[src/rtl/adc_ltc2308_scan.sv]
// rtl/adc_ltc2308_scan.sv - LTC2308 autonomous channel scan sequencer
// Runs CONVST/SCK/SDI frames over the channels in ch_mask_i and strobes one sample per frame.
module adc_ltc2308_scan #(
   parameter int CLK_DIV     = 2,
   parameter int CONV_CYCLES = 80,
   parameter int ACQ_CYCLES  = 13
) (
   input  logic        clk_i,
   input  logic        reset_n_i,
   input  logic        enable_i,
   input  logic [7:0]  ch_mask_i,
   input  logic        uni_i,
   output logic        busy_o,
   output logic        result_valid_o,
   output logic [2:0]  result_ch_o,
   output logic [11:0] result_data_o,
   output logic        adc_convst_o,
   output logic        adc_sck_o,
   output logic        adc_sdi_o,
   input  logic        adc_sdo_i
);
   localparam logic [1:0] S_IDLE  = 2'd0;
   localparam logic [1:0] S_CONV  = 2'd1;
   localparam logic [1:0] S_SHIFT = 2'd2;
   localparam logic [1:0] S_ACQ   = 2'd3;

   localparam int CW = 16;
   localparam logic [CW-1:0] CONV_LAST = CW'(CONV_CYCLES - 1);
   localparam logic [CW-1:0] ACQ_LAST  = CW'(ACQ_CYCLES - 1);
   localparam logic [CW-1:0] DIV_LAST  = CW'(CLK_DIV - 1);

   logic [1:0]    state_q, state_d;
   logic [CW-1:0] cnt_q, cnt_d;
   logic [4:0]    half_q, half_d;
   logic [5:0]    cfg_q, cfg_d;
   logic [2:0]    ptr_q, ptr_d;
   logic [2:0]    cfg_ch_q, cfg_ch_d;
   logic [2:0]    prev_ch_q, prev_ch_d;
   logic          primed_q, primed_d;
   logic [11:0]   shreg_q, shreg_d;
   logic          valid_q, valid_d;
   logic [2:0]    res_ch_q, res_ch_d;
   logic [11:0]   res_data_q, res_data_d;
   logic          convst_q, sck_q, sdi_q, busy_q;
   logic [2:0]    pick;
   logic          scan_go;

   assign scan_go = enable_i && (ch_mask_i != 8'd0);

   // Walk downwards so the lowest set bit at/after the pointer wins.
   always_comb begin
      pick = ptr_q;
      for (int i = 7; i >= 0; i--) begin
         if (ch_mask_i[ptr_q + 3'(i)]) pick = ptr_q + 3'(i);
      end
   end

   always_comb begin
      state_d    = state_q;
      cnt_d      = cnt_q;
      half_d     = half_q;
      cfg_d      = cfg_q;
      ptr_d      = ptr_q;
      cfg_ch_d   = cfg_ch_q;
      prev_ch_d  = prev_ch_q;
      primed_d   = primed_q;
      shreg_d    = shreg_q;
      valid_d    = 1'b0;
      res_ch_d   = res_ch_q;
      res_data_d = res_data_q;
      case (state_q)
         S_IDLE: begin
            primed_d = 1'b0;
            if (scan_go) begin
               state_d = S_CONV;
               cnt_d   = '0;
            end
         end
         S_CONV: begin
            if (cnt_q == CONV_LAST) begin
               state_d   = S_SHIFT;
               cnt_d     = '0;
               half_d    = '0;
               cfg_d     = {1'b1, pick[0], pick[2], pick[1], uni_i, 1'b0};
               prev_ch_d = cfg_ch_q;
               cfg_ch_d  = pick;
               ptr_d     = pick + 3'd1;
            end else begin
               cnt_d = cnt_q + 1'b1;
            end
         end
         S_SHIFT: begin
            if (cnt_q == DIV_LAST) begin
               cnt_d  = '0;
               half_d = half_q + 5'd1;
               // Even half-period ends with SCK rising: sample SDO. Odd ends falling: next SDI bit.
               if (!half_q[0]) shreg_d = {shreg_q[10:0], adc_sdo_i};
               else            cfg_d   = {cfg_q[4:0], 1'b0};
               if (half_q == 5'd23) begin
                  state_d  = S_ACQ;
                  half_d   = '0;
                  valid_d  = primed_q;
                  primed_d = 1'b1;
                  if (primed_q) begin
                     res_ch_d   = prev_ch_q;
                     res_data_d = shreg_q;
                  end
               end
            end else begin
               cnt_d = cnt_q + 1'b1;
            end
         end
         default: begin
            if (cnt_q == ACQ_LAST) begin
               cnt_d = '0;
               if (scan_go) begin
                  state_d = S_CONV;
               end else begin
                  state_d  = S_IDLE;
                  primed_d = 1'b0;
               end
            end else begin
               cnt_d = cnt_q + 1'b1;
            end
         end
      endcase
   end

   always_ff @(posedge clk_i or negedge reset_n_i) begin
      if (!reset_n_i) begin
         state_q    <= S_IDLE;
         cnt_q      <= '0;
         half_q     <= '0;
         cfg_q      <= '0;
         ptr_q      <= '0;
         cfg_ch_q   <= '0;
         prev_ch_q  <= '0;
         primed_q   <= 1'b0;
         shreg_q    <= '0;
         valid_q    <= 1'b0;
         res_ch_q   <= '0;
         res_data_q <= '0;
         convst_q   <= 1'b0;
         sck_q      <= 1'b0;
         sdi_q      <= 1'b0;
         busy_q     <= 1'b0;
      end else begin
         state_q    <= state_d;
         cnt_q      <= cnt_d;
         half_q     <= half_d;
         cfg_q      <= cfg_d;
         ptr_q      <= ptr_d;
         cfg_ch_q   <= cfg_ch_d;
         prev_ch_q  <= prev_ch_d;
         primed_q   <= primed_d;
         shreg_q    <= shreg_d;
         valid_q    <= valid_d;
         res_ch_q   <= res_ch_d;
         res_data_q <= res_data_d;
         convst_q   <= (state_d == S_CONV);
         sck_q      <= (state_d == S_SHIFT) && half_d[0];
         sdi_q      <= (state_d == S_SHIFT) && cfg_d[5];
         busy_q     <= (state_d != S_IDLE);
      end
   end

   assign busy_o         = busy_q;
   assign result_valid_o = valid_q;
   assign result_ch_o    = res_ch_q;
   assign result_data_o  = res_data_q;
   assign adc_convst_o   = convst_q;
   assign adc_sck_o      = sck_q;
   assign adc_sdi_o      = sdi_q;
endmodule

[config.mk]
export PLATFORM = sky130hd
export DESIGN_NAME = adc_ltc2308_scan
export DESIGN_NICKNAME = d
export VERILOG_FILES = /design/src/rtl/adc_ltc2308_scan.sv
export SDC_FILE = /design/constraint.sdc
export NUM_CORES = 1
export LEC_CHECK = 0
export BUFFER_PORTS_ARGS = -buffer_cell sky130_fd_sc_hd__buf_2
export CORE_ASPECT_RATIO = 0.7
export CORE_MARGIN = 2
export CORE_UTILIZATION = 37
export DETAILED_ROUTE_END_ITERATION = 16
export HOLD_SLACK_MARGIN = 0.05
export PLACE_DENSITY = 0.64
export SKIP_LAST_GASP = 1
export SLEW_MARGIN = 20
export SYNTH_ARGS = -nofsm -noshare
export SYNTH_HDL_FRONTEND = slang
export SYNTH_SLANG_ARGS = --single-unit
[constraint.sdc]
create_clock -name clk_i -period 4.15 [get_ports clk_i]
set_input_delay 0.83 -clock clk_i [delete_from_list [all_inputs] [get_ports clk_i]]
set_output_delay 0.83 -clock clk_i [all_outputs]
set_load 0.01 [all_outputs]
Word-level counts from Yosys, hierarchy flattened
Index checks and enable logic that the tools add are counted.

word-level totals
  bits of input ports = 13
  register bits after elaboration = 71
  output and inout bits = 20

cells by class
  bitwise operators = 2
  multiplexer cells = 52
  add/subtract/negate cells = 10
  reduce and logical (&&, ||, !) cells = 14
  equality and inequality tests = 14
  magnitude comparators = 8

operators by type and width
  kind                     count
  $mux W16                 4
  $pmux W16 S3             1
  $lt A3 B4 Y1 const B     8
  $bmux W1 S3              8
  $mux W3                  8
  $mux W6                  3
  $add A16 B1 Y16 const B  1
  $eq A16 B1 Y1 const B    1
  $eq A16 B4 Y1 const B    1
  $eq A16 B7 Y1 const B    1
  $mux W1                  16
  $mux W5                  3
  $add A3 B3 Y3 const B    4
  $pmux W6 S2              1
  $mux W2                  5
  $ne A2 B2 Y1 const B     5
  $pmux W5 S2              1
  $reduce_and A4 Y1        2
  $reduce_bool A8 Y1       1
  $add A3 B1 Y3 const B    2
  $add A3 B2 Y3 const B    2
  $pmux W2 S3              1
  $reduce_and A3 Y1        2
  $add A5 B1 Y5 const B    1
  other kinds (12)         18

Depth between registers and ports, before layout
Gate-level depths: netlist of the first run.

  word-level depth = 14
  depth in mapped cells = 16
  mapped depth without buffers = 13

Least setup slack after synthesis of the first run
No wires, ideal clock.

  path kind = flip-flop to flip-flop
  start = register ptr_q[1]
  end = register ptr_q[2]
  setup slack = 0.628 ns
  cell stages (with the launch flop) = 15
  setup time = 0.129 ns
  data required time = 4.021 ns
  arrival time = 3.393 ns
  buffers on the path = 2
  cells stage by stage = dfrtp_1 -> buf_2 -> clkinv_1 -> ha_1 -> clkbuf_1 -> mux4_2 -> mux2_2 -> a22oi_1 -> a2bb2oi_1 -> a211oi_2 -> xnor2_1 -> ha_1 -> or2_2 -> o22ai_1 -> a211oi_2

on the way
  word-level cells in the longest chain between the ends = 12
  elaborated cells between the ends (all ways) = 32

ends and longest elaborated chain
  item                           line  RTL
  from (decl)                    36    logic [2:0] ptr_q, ptr_d;
  from (signal assigned)         152   ptr_q <= ptr_d;
  $add A3 B3 Y3                  54    if (ch_mask_i[ptr_q + 3'(i)]) pick = ptr_q + 3'(i);
  $bmux W1 S3                    54
  $mux W1 (implied by the code)  54
  $mux W3 (7 in a row)           54
  $mux W3 *                      54
  via pick[0]                    45    logic [2:0] pick;
  $add A3 B1 Y3 *                87    ptr_d = pick + 3'd1;

The timed path passes the listed nets; every way through them passes the cells marked *. The select of a mux whose other input is x is not followed.
A chain may end at the register's enable or synchronous reset.

Worst setup path in the final report of the first run
Ends and elaborated chain as after synthesis.

==> results.md, run 1 <==
- Status: complete, no violations
- HP Class: in2async
- Initial DRC Count: 285
- Post-synth EDFFs: 0
- Setup crit end: ptr_q[2]$_DFFE_PN0P_
- Rows: 32
- Reg-to-reg critical path startpoint: ptr_q[1]$_DFFE_PN0P_
- Die Wd: 130 um
- Drt total wl: between 8 and 9 mm
- Final Hold Fails: 0
- Worst reg-to-reg path cell count: 12
- Post-synthesis cell count: between 300 and 400
- Io pins: 33
- Flops & latches, synth: 70
- First drt pass iteration count: 4
- Hpwl dp: about 6.4 mm
- Syn Area/Cell: 10.7 um^2
- Vias in the first global route: about 3.0k
- Layout cells sized above 1: 28.3%
- Global-route wire length before repair: around 15 mm
- Vias per cell: ~5.5
- Startpoint Class: register
- GPL Wtd Cong: 0.924
- Core box area: 10900 um^2
- Final-layout fill cell count: approximately 1.1k
- Area after DPL: between 4000 and 5000 um^2
- Post-synthesis sequential area ratio: 42.8%
- Root buf cell: clkbuf_16
- Die area: around 12000 um^2
- Max IR drop VDD: 0.234 mV
- Max-slew headroom: 48.5%
- Routed Antenna Nets: 0
- Ys flop type: dfrtp_1
- Min Tclk post-route: 3.60 ns
- Arr. time, crit path: 3.81 ns
- Hold_buf cts: 0
- Wire length per cell: 15.5 um
- Pwr Total: 2110 uW
- Fin cells: 577
- Clock buffer depth: 2
- Peak Freq: 278 MHz
- Syn_nets: 407
- TritonCTS clock tree: yes
- R2R Path End: ptr_q[2]$_DFFE_PN0P_
- Critical path class: reg2reg
- TritonCTS Buffers: 9
- Clock tree sinks: 70
- CP Capture Type: register
- Setup TNS Final: 0 ns
- Post-route clock period utilization: around 87%
- Worst Path Max Fanout: 13
- Slew @ Worst Pin: between 0.7 and 0.8 ns
- Final non-filler cell area: roughly 4700 um^2
- Initial Util: 37.6%
- Largest net degree at the start of global routing: 44
- Final setup fails: 0
- Antenna Cells: 0
- Final Util: around 43%
- Placed Cells: 561
- Async S/R FF share, synth: 100%
- Unique masters post-synth: 64
- RSZ-0062 raised after global routing: false
- DRC viols: 0
- Post-CTS Setup Bufs: 0
- Worst-Skew Late Latency: between 0.3 and 0.4 ns
- Worst Skew: 0.00618 ns
- Post-Syn Area: 4090 um^2
- Die height: 92.0 um
- Antenna violations before repair: 0
- Maxcap violations: 0
- Synth warnings: 0
- H-tree levels: 3
- Area Growth Syn to Fin: 15.1%
- Clock Pin Slew Worst Setup and Hold Paths: 0.06 ns
- Crit path launch: ptr_q[1]$_DFFE_PN0P_
- CP required: 4.36 ns
- Reg2reg setup slack: about 0.55 ns
- CTS resizes: 0
- Leakage: roughly 0.0021 uW
- PwrDens: 447 nW/um^2
- Max Slew Vio Count: 0
- # nets final: 443
- Gr usage total: 16.3%
- GRT overflow: 0
- Port-buffer cells: 32
- Via count: 3196
## cell usage after synthesis, types with 5 or more instances
| cell | number | share of area [%] |
|---|---|---|
| nor3_1 | 8 | 0.98 |
| nand2_1 | 22 | 2.0 |
| clkbuf_1 | 6 | 0.55 |
| buf_2 | 5 | 0.61 |
| nand4_1 | 6 | 0.92 |
| mux2_2 | 40 | 11 |
| nand3_1 | 15 | 1.8 |
| o21ai_0 | 29 | 3.5 |
| dfrtp_1 | 70 | 43 |
| ha_1 | 11 | 3.4 |
| nand2b_1 | 7 | 1.1 |
| and3_1 | 10 | 1.5 |
| nor2_1 | 23 | 2.1 |
| mux4_2 | 10 | 5.5 |
| o31ai_1 | 5 | 0.92 |
| a31oi_1 | 5 | 0.76 |
| mux2i_1 | 7 | 1.7 |
| a21oi_1 | 14 | 1.7 |
| inv_1 | 16 | 1.5 |
## power breakdown
group	switching (uW)	internal, uW	total [uW]
clock network	321	419	740
logic	364	206	570
registers	53.9	743	797
## flip-flops by register name (all words and copies together), names as in the netlist
signal          cells
cfg_ch_q            3
prev_ch_q           3
half_q              5
primed_q            1
adc_sdi_o           1
result_ch_o         3
cfg_q               5
ptr_q               3
adc_convst_o        1
shreg_q            12
busy_o              1
result_data_o      12
result_valid_o      1
state_q             2
cnt_q              16
adc_sck_o           1
## how the worst min path moves through the flow
stage,start,endpoint,slack [ns],depth (start not counted)
final,reset_n_i,result_data_o[9]$_DFFE_PN0P_,0.49,1
after CTS,half_q[4]$_DFFE_PN0P_,half_q[4]$_DFFE_PN0P_,0.49,1
after floorplan,half_q[4]$_DFFE_PN0P_,half_q[4]$_DFFE_PN0P_,0.45,1
after global placement,half_q[4]$_DFFE_PN0P_,half_q[4]$_DFFE_PN0P_,0.48,1
after global routing,result_data_o[1]$_DFFE_PN0P_,result_data_o[1]$_DFFE_PN0P_,0.52,1
after detailed placement,half_q[4]$_DFFE_PN0P_,half_q[4]$_DFFE_PN0P_,0.48,1
## worst max-delay path, stage by stage (launching register included)
cell and delay, ns:
dfrtp_1 0.64, clkinv_1 0.17, ha_1 0.48, mux4_2 0.42, mux2_2 0.34, a22oi_1 0.20, a2bb2oi_1 0.11, a211oi_2 0.23
xnor2_1 0.15, ha_1 0.26, or2_2 0.28, o22ai_1 0.14, a211oi_2 0.05
## layer usage
layer / vias up / wire [um] / track usage, %
li1: 1527 / - / -
met1: 1551 / 4370 / 23.9
met2: 108 / 3920 / 23.3
met3: 10 / 561 / 4.55
met4: 0 / 90 / 4.66
met5: - / 0 / 0
## kinds of logic after synthesis
group	Yosys count	share of synthesized area [%]
flops	70	42.8
fa+ha+maj	11	3.36
compound gates	89	15.2
simple gates	119	15.7
buf+inv	29	3.00
mux	57	18.2
xor+xnor	8	1.71
## per-stage QoR
stage,setup slack [ns],hold WS (ns)
5_1_grt,0.266,0.523
4_1_cts,0.573,0.491
2_1_floorplan,0.628,0.445
6_report,0.553,0.491
3_3_place_gp,0.716,0.477
3_5_place_dp,0.586,0.479
## layout by cell type (no fill, tap or decap), types with 4 or more instances in the layout
cell / n
ha_1: 11
nor2_1: 23
xnor2_1: 4
nand2_1: 22
or3_1: 4
inv_1: 16
o21ai_0: 29
a21oi_1: 14
nand4_1: 6
clkbuf_16: 9
a31oi_1: 5
and2_1: 4
nor3_1: 8
o22ai_1: 4
or4_1: 4
buf_4: 5
mux2_2: 40
nand2b_1: 7
nor4_1: 4
dfrtp_1: 70
xor2_1: 4
and3_1: 10
mux4_2: 10
buf_2: 32
nand3_1: 15
mux2i_1: 7
o31ai_1: 5
## cell type report
type	count	area [um^2]	share of cell area, %
clock inverters	7	63.8	1.35
clock buffers	9	225	4.78
repair buffers	37	198	4.20
flip-flops and latches	70	1750	37.2
multi-input cells	284	2220	47.1
well taps	153	191	4.06
inverters	17	63.8	1.35
Power figures use the tool's default switching activity.
==> run 2, diff against run 1 <==
CORE_UTILIZATION = 55   (was 37)
PLACE_DENSITY = default   (was 0.64)
PLACE_DENSITY_LB_ADDON = 0.1   (was default)
==> run 2 against run 1 <==
Clock-buffer cell count unchanged. Sequential cell count unchanged. Total power down 7.7%. Fmax up 3.3%. Worst setup slack better by 0.12 ns.
==> results.md, run 2 (synthesized netlist as in run 1, its figures left out) <==
- R2R Path End: ptr_q[2]$_DFFE_PN0P_ (unchanged)
- Final non-filler cell area: 4570 um^2 (was 4710 um^2)
- CP required: 4.41 ns (was 4.36 ns)
- Peak Freq: 287 MHz (was 278 MHz)
- Commonest non-fill, non-tap cell in the layout: dfrtp_1 (unchanged)
- Via count: 3158 (was 3196)
- Initial DRC Count: 253 (was 285)
- Max-slew headroom: 51.9% (was 48.5%)
- Initial Util: 56.4% (was 37.6%)
- Worst-Skew Late Latency: 0.34 ns (about the same)
- Die height: 76.2 um (was 92.0 um)
- Clock Power Share: 30.6% (was 35.1%)
- Critical path's top delay family: compound AO/OA/AOI/OAI gates (was multiplexers)
- First drt pass iteration count: 5 (was 4)
- Post-route clock period utilization: 83.9% (was 86.7%)
- Switching Power: 667 uW (was 739 uW)
- Vias per cell: 6.05 (was 5.54)
- Internal power: 1280 uW (was 1370 uW)
- H-tree levels: 3 (unchanged)
- Hold_buf cts: 0 (unchanged)
- Antenna violations before repair: 0 (unchanged)
- Sw frac: 34.3% (was 35.1%)
- Port-buffer cells: 32 (unchanged)
- Post-CTS Setup Bufs: 0 (unchanged)
- Clock tree sinks: 70 (unchanged)
- Max IR drop VDD: 0.325 mV (was 0.234 mV)
- Rows: 26 (was 32)
- Global-route wire length before repair: 14.6 mm (was 15.3 mm)
- CTS resizes: 0 (unchanged)
- Worst hold path depth: 1
- Reg area: 1750 um^2 (unchanged)
- Min-delay src: half_q[4]$_DFFE_PN0P_
- Critical path class: reg2reg (unchanged)
- Root buf cell: clkbuf_8 (was clkbuf_16)
- GRT overflow: 0 (unchanged)
- Die Wd: 107 um (was 130 um)
- Final setup fails: 0 (unchanged)
- Crit path launch: ptr_q[0]$_DFFE_PN0P_ (was ptr_q[1]$_DFFE_PN0P_)
- RSZ-0062 raised after global routing: false (unchanged)
- Core box area: 7250 um^2 (was 10900 um^2)
- Multi-input gate area: 2220 um^2 (unchanged)
- Vias in the first global route: 2892 (was 2993)
- Drt total wl: 8.26 mm (was 8.94 mm)
- Final Util: 63.0% (was 43.3%)
- Clock buffer depth: 2 (unchanged)
- Area after DPL: 4360 um^2 (was 4420 um^2)
- HP Class: reg2reg (was in2async)
- Fin worst setup slack: 0.670 ns (was 0.553 ns)
- Max Slew Vio Count: 0 (unchanged)
- Leakage: 0.00211 uW (was 0.00213 uW)
- Area Growth Syn to Fin: 11.7% (was 15.1%)
- CP Capture Type: register (unchanged)
- CP Buf/Inv Count: 1 (unchanged)
- Commonest cells after routing, fill and taps aside: dfrtp_1, mux2_2, buf_2, o21ai_0, nor2_1 (unchanged)
- Layout cells sized above 1: 28.3% (unchanged)
- Reg-to-reg critical path startpoint: ptr_q[0]$_DFFE_PN0P_ (was ptr_q[1]$_DFFE_PN0P_)
- TritonCTS clock tree: yes (unchanged)
- Antenna Cells: 0 (unchanged)
- Arr. time, crit path: 3.74 ns (was 3.81 ns)
- Most used cell, CP: ha_1
- Routed Antenna Nets: 0 (unchanged)
- GPL Wtd Cong: 0.950 (was 0.924)
- Io pins: 33 (unchanged)
- TritonCTS Buffers: 9 (unchanged)
- Wire length per cell: 15.8 um (was 15.5 um)
- Clock Pin Slew Worst Setup and Hold Paths: 0.07 ns (was 0.06 ns)
- Worst Path Max Fanout: 10 (was 13)
- Crit-path cells: inv_1 -> ha_1 -> mux4_2 -> mux2_2 -> a2111oi_2 -> a211oi_1 -> o32ai_2 -> ha_1 -> nor2_1 -> nand2_1 -> nor3_1 -> a211oi_2 (was clkinv_1 -> ha_1 -> mux4_2 -> mux2_2 -> a22oi_1 -> a2bb2oi_1 -> a211oi_2 -> xnor2_1 -> ha_1 -> or2_2 -> o22ai_1 -> a211oi_2)
- Combinational share of power: 28.5% (was 27.0%)
- Min Tclk post-route: 3.48 ns (was 3.60 ns)
- Hpwl dp: 5.98 mm (was 6.41 mm)
- Final Hold Fails: 0 (unchanged)
- Largest net degree at the start of global routing: 33 (was 44)
- # nets final: 444 (was 443)
- Gr usage total: 22.1% (was 16.3%)
- Reg2reg setup slack: 0.67 ns (was 0.55 ns)
- Final-layout fill cell count: 610 (was 1071)
- Die area: 8160 um^2 (was 11900 um^2)
- Worst hold endpoint: half_q[4]$_DFFE_PN0P_
- PwrDens: 425 nW/um^2 (was 447 nW/um^2)
- Largest Register: cnt_q (unchanged)
- Setup TNS Final: 0 ns (unchanged)
- Worst path slowest cell: dfrtp_1 (unchanged)
- Slew @ Worst Pin: 0.721 ns (was 0.772 ns)
- Max reg flops: 16 (unchanged)
- DRC viols: 0 (unchanged)
- Startpoint Class: register (unchanged)
- Flop pwr share: 40.9% (was 37.8%)
- Max incr delay on CP: 0.61 ns (was 0.64 ns)
- Status: complete, no violations (unchanged)
- Worst reg-to-reg path cell count: 12 (unchanged)
- Maxcap violations: 0 (unchanged)
- Worst Skew: 0.00692 ns (was 0.00618 ns)
- Pre-CTS WS: 0.689 ns (was 0.586 ns)
==> run 2: through the flow <==
step | hold slack [ns] | power [uW] | std cells
global route | 0.496 | 2080 | 522
floorplan | 0.445 | 1210 | 383
CTS | 0.489 | 1960 | 522
detailed placement | 0.475 | 1360 | 507
global placement | 0.468 | 1350 | 507
finish | 0.490 | 1950 | 522
==> run 2: worst max-delay path by stage <==
stage / endpoint / slack, ns / cells past startpoint
after floorplan: ptr_q[2]$_DFFE_PN0P_ / 0.63 / 14
after global placement: ptr_q[2]$_DFFE_PN0P_ / 0.81 / 12
after detailed placement: ptr_q[2]$_DFFE_PN0P_ / 0.69 / 11
after CTS: ptr_q[2]$_DFFE_PN0P_ / 0.68 / 12
after global routing: ptr_q[2]$_DFFE_PN0P_ / 0.44 / 11
final: ptr_q[2]$_DFFE_PN0P_ / 0.67 / 12
==> run 2: metal layers <==
metal / share of wire [%] / track usage [%] / up-vias
met5: 0 / 0 / -
met4: 0.48 / 4.68 / 0
met1: 53 / 37.6 / 1522
met3: 6.2 / 5.05 / 5
met2: 40 / 28.1 / 109
li1: - / - / 1522
==> run 2: cell type report <==
type                       instances  share of cell area (%)
clock buffer                       9                    2.71
clock inverter                     6                    1.92
multi-input combinational        284                    48.5
tap                               98                    2.68
timing repair buffer              38                    4.49
sequential                        70                    38.3
inverter                          17                    1.40
==> run 2: power by group through the flow <==
stage	clock (uW)	sequential [uW]	combinational, uW
global placement	0	807	547
floorplan	0	799	409
detailed placement	0	806	549
global route	647	805	629
finish	595	795	555
CTS	614	795	555
==> run 2: worst reg2reg max path, stage by stage, from the launching register on <==
cell,delay (ns)
dfrtp_1,0.61
inv_1,0.09
ha_1,0.49
mux4_2,0.43
mux2_2,0.33
a2111oi_2,0.33
a211oi_1,0.11
o32ai_2,0.39
ha_1,0.27
nor2_1,0.06
nand2_1,0.06
nor3_1,0.04
a211oi_2,0.19
